File: src/rtl/osfm_pkg.sv
// osfm_pkg: shared widths and operand/slice/product types for the OSFM datapath
package osfm_pkg;
    localparam int BITWIDTH        = 16;
    localparam int OSFM_BITWIDTH_I = 8;
    localparam int SHIFTDISTANCE   = BITWIDTH - OSFM_BITWIDTH_I;

    typedef logic signed [BITWIDTH-1:0]          op_t;
    typedef logic signed [OSFM_BITWIDTH_I-1:0]   slice_t;
    typedef logic signed [2*OSFM_BITWIDTH_I-1:0] prod_t;
    typedef logic [1:0]                          flags_t;
endpackage

File: src/rtl/osfm_lowinput_detector.sv
// osfm_lowinput_detector: flags a sign-extended (low) operand and picks its LSB or MSB slice
module osfm_lowinput_detector
    import osfm_pkg::*;
(
    input  op_t    op,
    output logic   low,
    output slice_t slice
);
    logic [SHIFTDISTANCE:0] top;

    // The operand is low when its upper SHIFTDISTANCE+1 bits are pure sign extension
    always_comb begin
        top   = op[BITWIDTH-1:OSFM_BITWIDTH_I-1];
        low   = (&top) | ~(|top);
        slice = low ? op[OSFM_BITWIDTH_I-1:0] : op[BITWIDTH-1:SHIFTDISTANCE];
    end
endmodule

File: src/rtl/osfm_operand_pipe.sv
// osfm_operand_pipe: elastic two-stage slice-select and signed multiply front end (OSFM_STATS_EN adds lowcount)
module osfm_operand_pipe
    import osfm_pkg::*;
(
    input  logic   clk,
    input  logic   rst_n,
    input  logic   in_valid,
    output logic   in_ready,
    input  op_t    op_a,
    input  op_t    op_b,
    output logic   out_valid,
    input  logic   out_ready,
    output prod_t  shiftin,
    output flags_t shift_possible
`ifdef OSFM_STATS_EN
    ,
    output logic [31:0] lowcount
`endif
);
    logic   low_a, low_b;
    slice_t sel_a, sel_b;
    slice_t s1_a, s1_b;
    flags_t s1_flags;
    logic   s1_valid;
    prod_t  s2_prod;
    flags_t s2_flags;
    logic   s2_valid;
    logic   s2_load, s1_load;

    osfm_lowinput_detector u_det_a (.op(op_a), .low(low_a), .slice(sel_a));
    osfm_lowinput_detector u_det_b (.op(op_b), .low(low_b), .slice(sel_b));

    assign s2_load        = !s2_valid || out_ready;
    assign in_ready       = !s1_valid || s2_load;
    assign s1_load        = in_valid && in_ready;
    assign out_valid      = s2_valid;
    assign shiftin        = s2_prod;
    assign shift_possible = s2_flags;

    // Stage 1 captures the selected slices and low flags on input transfer
    always_ff @(posedge clk or negedge rst_n) begin
        if (!rst_n) begin
            s1_valid <= 1'b0;
            s1_a     <= '0;
            s1_b     <= '0;
            s1_flags <= '0;
        end else begin
            if (in_ready) s1_valid <= in_valid;
            if (s1_load) begin
                s1_a     <= sel_a;
                s1_b     <= sel_b;
                s1_flags <= {low_b, low_a};
            end
        end
    end

    // Stage 2 forms the full-width signed product; data moves only when stage 1 holds a pair
    always_ff @(posedge clk or negedge rst_n) begin
        if (!rst_n) begin
            s2_valid <= 1'b0;
            s2_prod  <= '0;
            s2_flags <= '0;
        end else begin
            if (s2_load) s2_valid <= s1_valid;
            if (s2_load && s1_valid) begin
                s2_prod  <= prod_t'(s1_a) * prod_t'(s1_b);
                s2_flags <= s1_flags;
            end
        end
    end

`ifdef OSFM_STATS_EN
    // Saturating count of delivered products that had at least one low operand
    always_ff @(posedge clk or negedge rst_n) begin
        if (!rst_n) lowcount <= '0;
        else if (out_valid && out_ready && |s2_flags && lowcount != 32'hFFFF_FFFF)
            lowcount <= lowcount + 32'd1;
    end
`endif
endmodule

File: config.mk
export PLATFORM = sky130hd
export DESIGN_NAME = osfm_operand_pipe
export DESIGN_NICKNAME = d
export VERILOG_FILES = /design/src/rtl/osfm_pkg.sv /design/src/rtl/osfm_lowinput_detector.sv /design/src/rtl/osfm_operand_pipe.sv
export SDC_FILE = /design/constraint.sdc
export NUM_CORES = 1
export LEC_CHECK = 0
export BUFFER_PORTS_ARGS = -buffer_cell sky130_fd_sc_hd__buf_2
export CAP_MARGIN = 20
export CELL_PAD_IN_SITES_DETAIL_PLACEMENT = 0
export CELL_PAD_IN_SITES_GLOBAL_PLACEMENT = 1
export CORE_ASPECT_RATIO = 0.5
export CORE_MARGIN = 4
export CORE_UTILIZATION = 49
export DETAILED_ROUTE_END_ITERATION = 12
export HOLD_SLACK_MARGIN = 0.05
export MAX_ROUTING_LAYER = met4
export PLACE_DENSITY_LB_ADDON = 0.1
export SKIP_CTS_REPAIR_TIMING = 1
export SYNTH_ARGS = -nofsm -noshare
export SYNTH_HDL_FRONTEND = slang
export SYNTH_SLANG_ARGS = --single-unit
File: constraint.sdc
create_clock -name clk -period 10.58 [get_ports clk]
set_input_delay 1.058 -clock clk [delete_from_list [all_inputs] [get_ports clk]]
set_output_delay 1.058 -clock clk [all_outputs]
set_load 0.005 [all_outputs]
# After elaboration in Yosys (flattened, before gate mapping)
# Index checks and enable logic that the tools add are counted.
op_classes:
  muxes: 2
  n_reduce_logical: 10
  n_bitwise: 4
  multipliers: 1
op_table:
  columns: ["operator", "count"]
  rows:
  - ["$reduce_and A9 Y1", 2]
  - ["$reduce_or A9 Y1", 2]
  - ["$mul A8 B8 Y16", 1]
  - ["$mux W8", 2]
  - ["$logic_and A1 B1 Y1", 2]
  - ["$logic_not A1 Y1", 2]
  - ["$logic_or A1 B1 Y1", 2]
  - ["$not A1 Y1", 2]
  - ["$or A1 B1 Y1", 2]
totals:
  inputBits: 36
  output_inout_bits: 20
  wordCells: 24
  regBits: 38

# Longest topological paths before layout
depth:
  ltp_word: 4
  ltp_mapped: 19
  mapped_depth_nobuf: 18

# Hierarchy
# From an unflattened synthesis, not the netlist that was laid out.
unflattened:
  cells_unflattened: 457
  area_unflattened_um2: 4438.0
by_module_without_submodules:
  columns: ["mod", "seq_area_each_um2", "cells_per_inst", "n_inst", "area_each_um2"]
  rows:
  - ["osfm_operand_pipe", 950.9, 377, 1, 3892.5]
  - ["osfm_lowinput_detector", 0.0, 40, 2, 272.8]

# Worst setup path before layout
# Ideal clock, no wire load.
synth_path:
  path_kind: "register to register"
  start: "register s1_b[4]"
  end: "register s2_prod[14] (netlist: shiftin[14])"
  path_buffers: 1
  setup_time_ns: 0.120
  setup_slack_ns: 6.363
  stages_incl_launch_ff: 17
  synth_period_minus_slack_ns: 4.217
  t_arrival_ns: 4.096
  required_ns: 10.460
  cell_sequence: "dfrtp_1 -> clkbuf_1 -> and2_1 -> fa_1 -> inv_1 -> fa_1 -> inv_1 -> fa_1 -> inv_1 -> fa_1 -> inv_1 -> ha_1 -> o21a_1 -> o21ai_0 -> a211o_1 -> a21o_1 -> a41o_1"
synth_via:
  elab_chain_len: 1
synth_lines:
  columns: ["element", "line", "source"]
  rows:
  - ["start: declaration", "osfm_operand_pipe.sv:22", "slice_t s1_a, s1_b;"]
  - ["start signal: assignment", "osfm_operand_pipe.sv:51", "s1_b <= sel_b;"]
  - ["$mul A8 B8 Y16", "osfm_operand_pipe.sv:66", "s2_prod <= prod_t'(s1_a) * prod_t'(s1_b);"]
  - ["end signal: assignment", "osfm_operand_pipe.sv:66", null]
  - ["end: declaration", "osfm_operand_pipe.sv:25", "prod_t s2_prod;"]
# No other way between the ends.
# A chain may end at the register's enable or synchronous reset.

# Worst setup path in the final report
layout_path:
  start: "register s1_b[3]"
  end: "register s2_prod[15] (netlist: shiftin[15])"
# Same word-level chain as after synthesis.

==> flow_metrics.py <==
metrics = {
    "yosys": {
        "syn_area_mm2": 0.00410,
        "yosysTopAreaCell": "fa_1",
        "synth_cell_type_count": 39,
        "avgSynthCellArea_um2": 9.57,
        "yosys_most_used_dff": "dfrtp_1",
        "netlist_instances": 428,
        "yosysWarnings": 0,
        "async_flop_share": 1.00,
        "synthTopCellsByArea": "fa_1 27%, dfrtp_1 23%, ha_1 8.9%",
        "synth_top_cell_area_share": 0.269,
        "ys_ff_latch": 38,
        "synth_fp_nets": 548,
        "ys_seq_area_frac": 0.232,
        "synth_edf_count": 0,
    },
    "cells_and_area": {
        "n_antenna_cell": 0,
        "most-common-layout-cells": "81 x inv_1, 55 x fa_1, 55 x buf_2",
        "nets": 601,
        "mostFrequentLayoutCell": "inv_1",
        "stdcell_area_mm2": 0.00465,
        "area_delta_synth_final_pct": 13.4,
        "drive_above_1_share": 0.160,
    },
    "global_routing": {
        "grt_pass1_wl_um": 16000,
        "grt_overflow": 0,
        "grt_max_degree": 39,
        "grt_pass1_vias": 3271,
        "grt_usage": 0.213,
        "antenna_found_initial": 0,
    },
    "hold_path": {
        "worstHoldPathCells": 2,
        "hold_path.class": "flop to flop",
    },
    "clock_tree": {
        "numCtsBuffers": 5,
        "cts_max_level": 2,
        "path_clk_slew_ns": 0.06,
        "clkLatencyLatePin_ns": 0.29,
        "cts_root_buf": "clkbuf_16",
        "cts_tree": "built",
        "cts.sinks": 38,
        "clock_path_buffers": 2,
    },
    "routing": {
        "drt_pass1_iterations": 4,
        "num_vias": 3011,
        "drc_errors": 0,
        "wl_um": 9280,
        "via_per_inst": 5.07,
        "drtIter0Drc": 107,
        "ant_nets": 0,
        "wire_per_inst_um": 15.6,
    },
    "setup_path": {
        "startpoint_type": "flop",
        "crit_chain": "and2_1 > fa_1 > inv_1 > fa_1 > inv_1 > fa_1 > inv_1 > fa_1 > inv_1 > ha_1 > o211ai_1 > o21ai_0 > o21bai_1 > a31oi_1 > xnor2_1 > o21ai_0",
        "slowest_delay_ns": 0.53,
        "cp.depth": 16,
        "required_ns": 10.70,
        "end_kind": "flop",
        "path_class": "flop to flop",
        "crit_family": "adder cells",
        "path_buf_inv": 4,
        "cp_max_fo": 9,
        "cpMaxStageDelayCell": "fa_1",
        "rr_worst_depth": 16,
        "arrival_ns": 4.66,
    },
    "power_and_ir_drop": {
        "power_density_mw_per_mm2": 304,
        "leakagePower_uw": 0.00234,
        "peakVddDrop_mv": 0.148,
    },
    "run_status": {
        "outcome": "complete, no violations",
    },
    "floorplanning": {
        "boundaryPins": 56,
        "die_w_um": 137,
        "core_mm2": 0.00806,
        "dieHeight_um": 72.7,
        "rows": 23,
        "initial_utilization": 0.509,
        "dieArea_mm2": 0.00998,
    },
    "timing": {
        "hold_viol": 0,
        "setup_viol": 0,
        "rsz0062_at_grt": "no",
        "clock_skew_ns": 0.00631,
        "post-route-period-util": 0.429,
        "fin_crit_ns": 4.54,
        "worst_slew_pin_slew_ns": 0.958,
        "drv_slew": 0,
        "tns_ns": 0,
        "relSlewSlack": 0.355,
        "max_clock_freq_mhz": 220,
    },
    "placed_design": {
        "portBuffers": 55,
        "placed_area_mm2": 0.00448,
        "place_hpwl_um": 7800,
        "gp_congestion": 0.941,
    },
    "job": {
        "max_cap_violations": 0,
    },
}
-- synth_stat cells (4+ instances only) --
cell,instances
dfrtp_1,38
mux2i_1,7
clkbuf_1,9
mux2_2,10
o21a_1,7
and2_1,43
nor2b_1,8
nand4_1,4
a21o_1,4
a21oi_1,5
inv_1,81
o21ai_0,23
xnor2_1,10
nor2_1,7
ha_1,29
xor2_1,4
fa_1,55
nand2b_1,4
nand2_1,46
-- flip-flops by register name (all words and copies together) (netlist names) --
name	cells
s1_a	8
s1_b	8
out_valid	1
shift_possible	2
shiftin	16
s1_flags	2
s1_valid	1
-- stage by stage --
stage / worst slack (ns) / hold slack (ns) / util / instances / total power, uW
finish: 6.04 / 0.476 / 0.577 / 594 / 1410
global route: 5.75 / 0.502 / 0.577 / 594 / 1590
CTS: 6.04 / 0.479 / 0.577 / 594 / 1420
detailed placement: 6.06 / 0.467 / 0.555 / 586 / 1240
global placement: 6.12 / 0.457 / 0.555 / 586 / 1210
floorplan: 6.36 / 0.446 / - / 428 / 986
-- per-layer routing --
layer  routed length, um  track usage  vias up  part of all wire
li1                    -            -     1457                 -
met1                4850        0.308     1454              0.52
met2                3850        0.323       94              0.42
met3                 522       0.0427        6             0.056
met4                  53       0.0277        0            0.0057
met5                   0            -        -                 0
-- report_power, final --
part | leakage [uW] | internal [uW] | switching, uW
Combinational | 0.00179 | 460 | 557
Sequential | 0.000470 | 186 | 36.0
Clock | 0.0000760 | 111 | 61.9
-- tightest hold or removal path, cell delays in order (launching register included) --
cell and delay (ns):
dfrtp_1 0.33, nand2_1 0.05, o21ai_0 0.06
-- kinds of logic after synthesis --
kind of cell,synth area share
AND/OR/NAND/NOR,0.156
buffers and inverters,0.0852
adder cells (fa/ha/maj),0.357
AO/OA/AOI/OAI,0.0950
flip-flops,0.232
multiplexers,0.0446
XOR/XNOR,0.0299
-- path summary, 6_finish.rpt --
check / slack [ns] / from / endpoint
min in group asynchronous: 0.87 / rst_n / shiftin[7]
max: 6.04 / s1_b[3] / shiftin[15]
max reg2reg: 6.04 / s1_b[3] / shiftin[15]
min reg2reg: 0.48 / shiftin[11] / shiftin[11]
max in group asynchronous: 9.18 / rst_n / s1_a[6]
min: 0.48 / shiftin[11] / shiftin[11]
-- layout make-up --
cell class / instances / area [um2]
Sequential cell: 38 / 951
Clock inverter: 3 / 45.0
Fill cell: 757 / 3410
Multi-Input combinational cell: 299 / 2800
Tap cell: 112 / 140
Inverter: 81 / 304
Clock buffer: 5 / 125
Timing Repair Buffer: 56 / 283
Power figures use the tool's default switching activity.
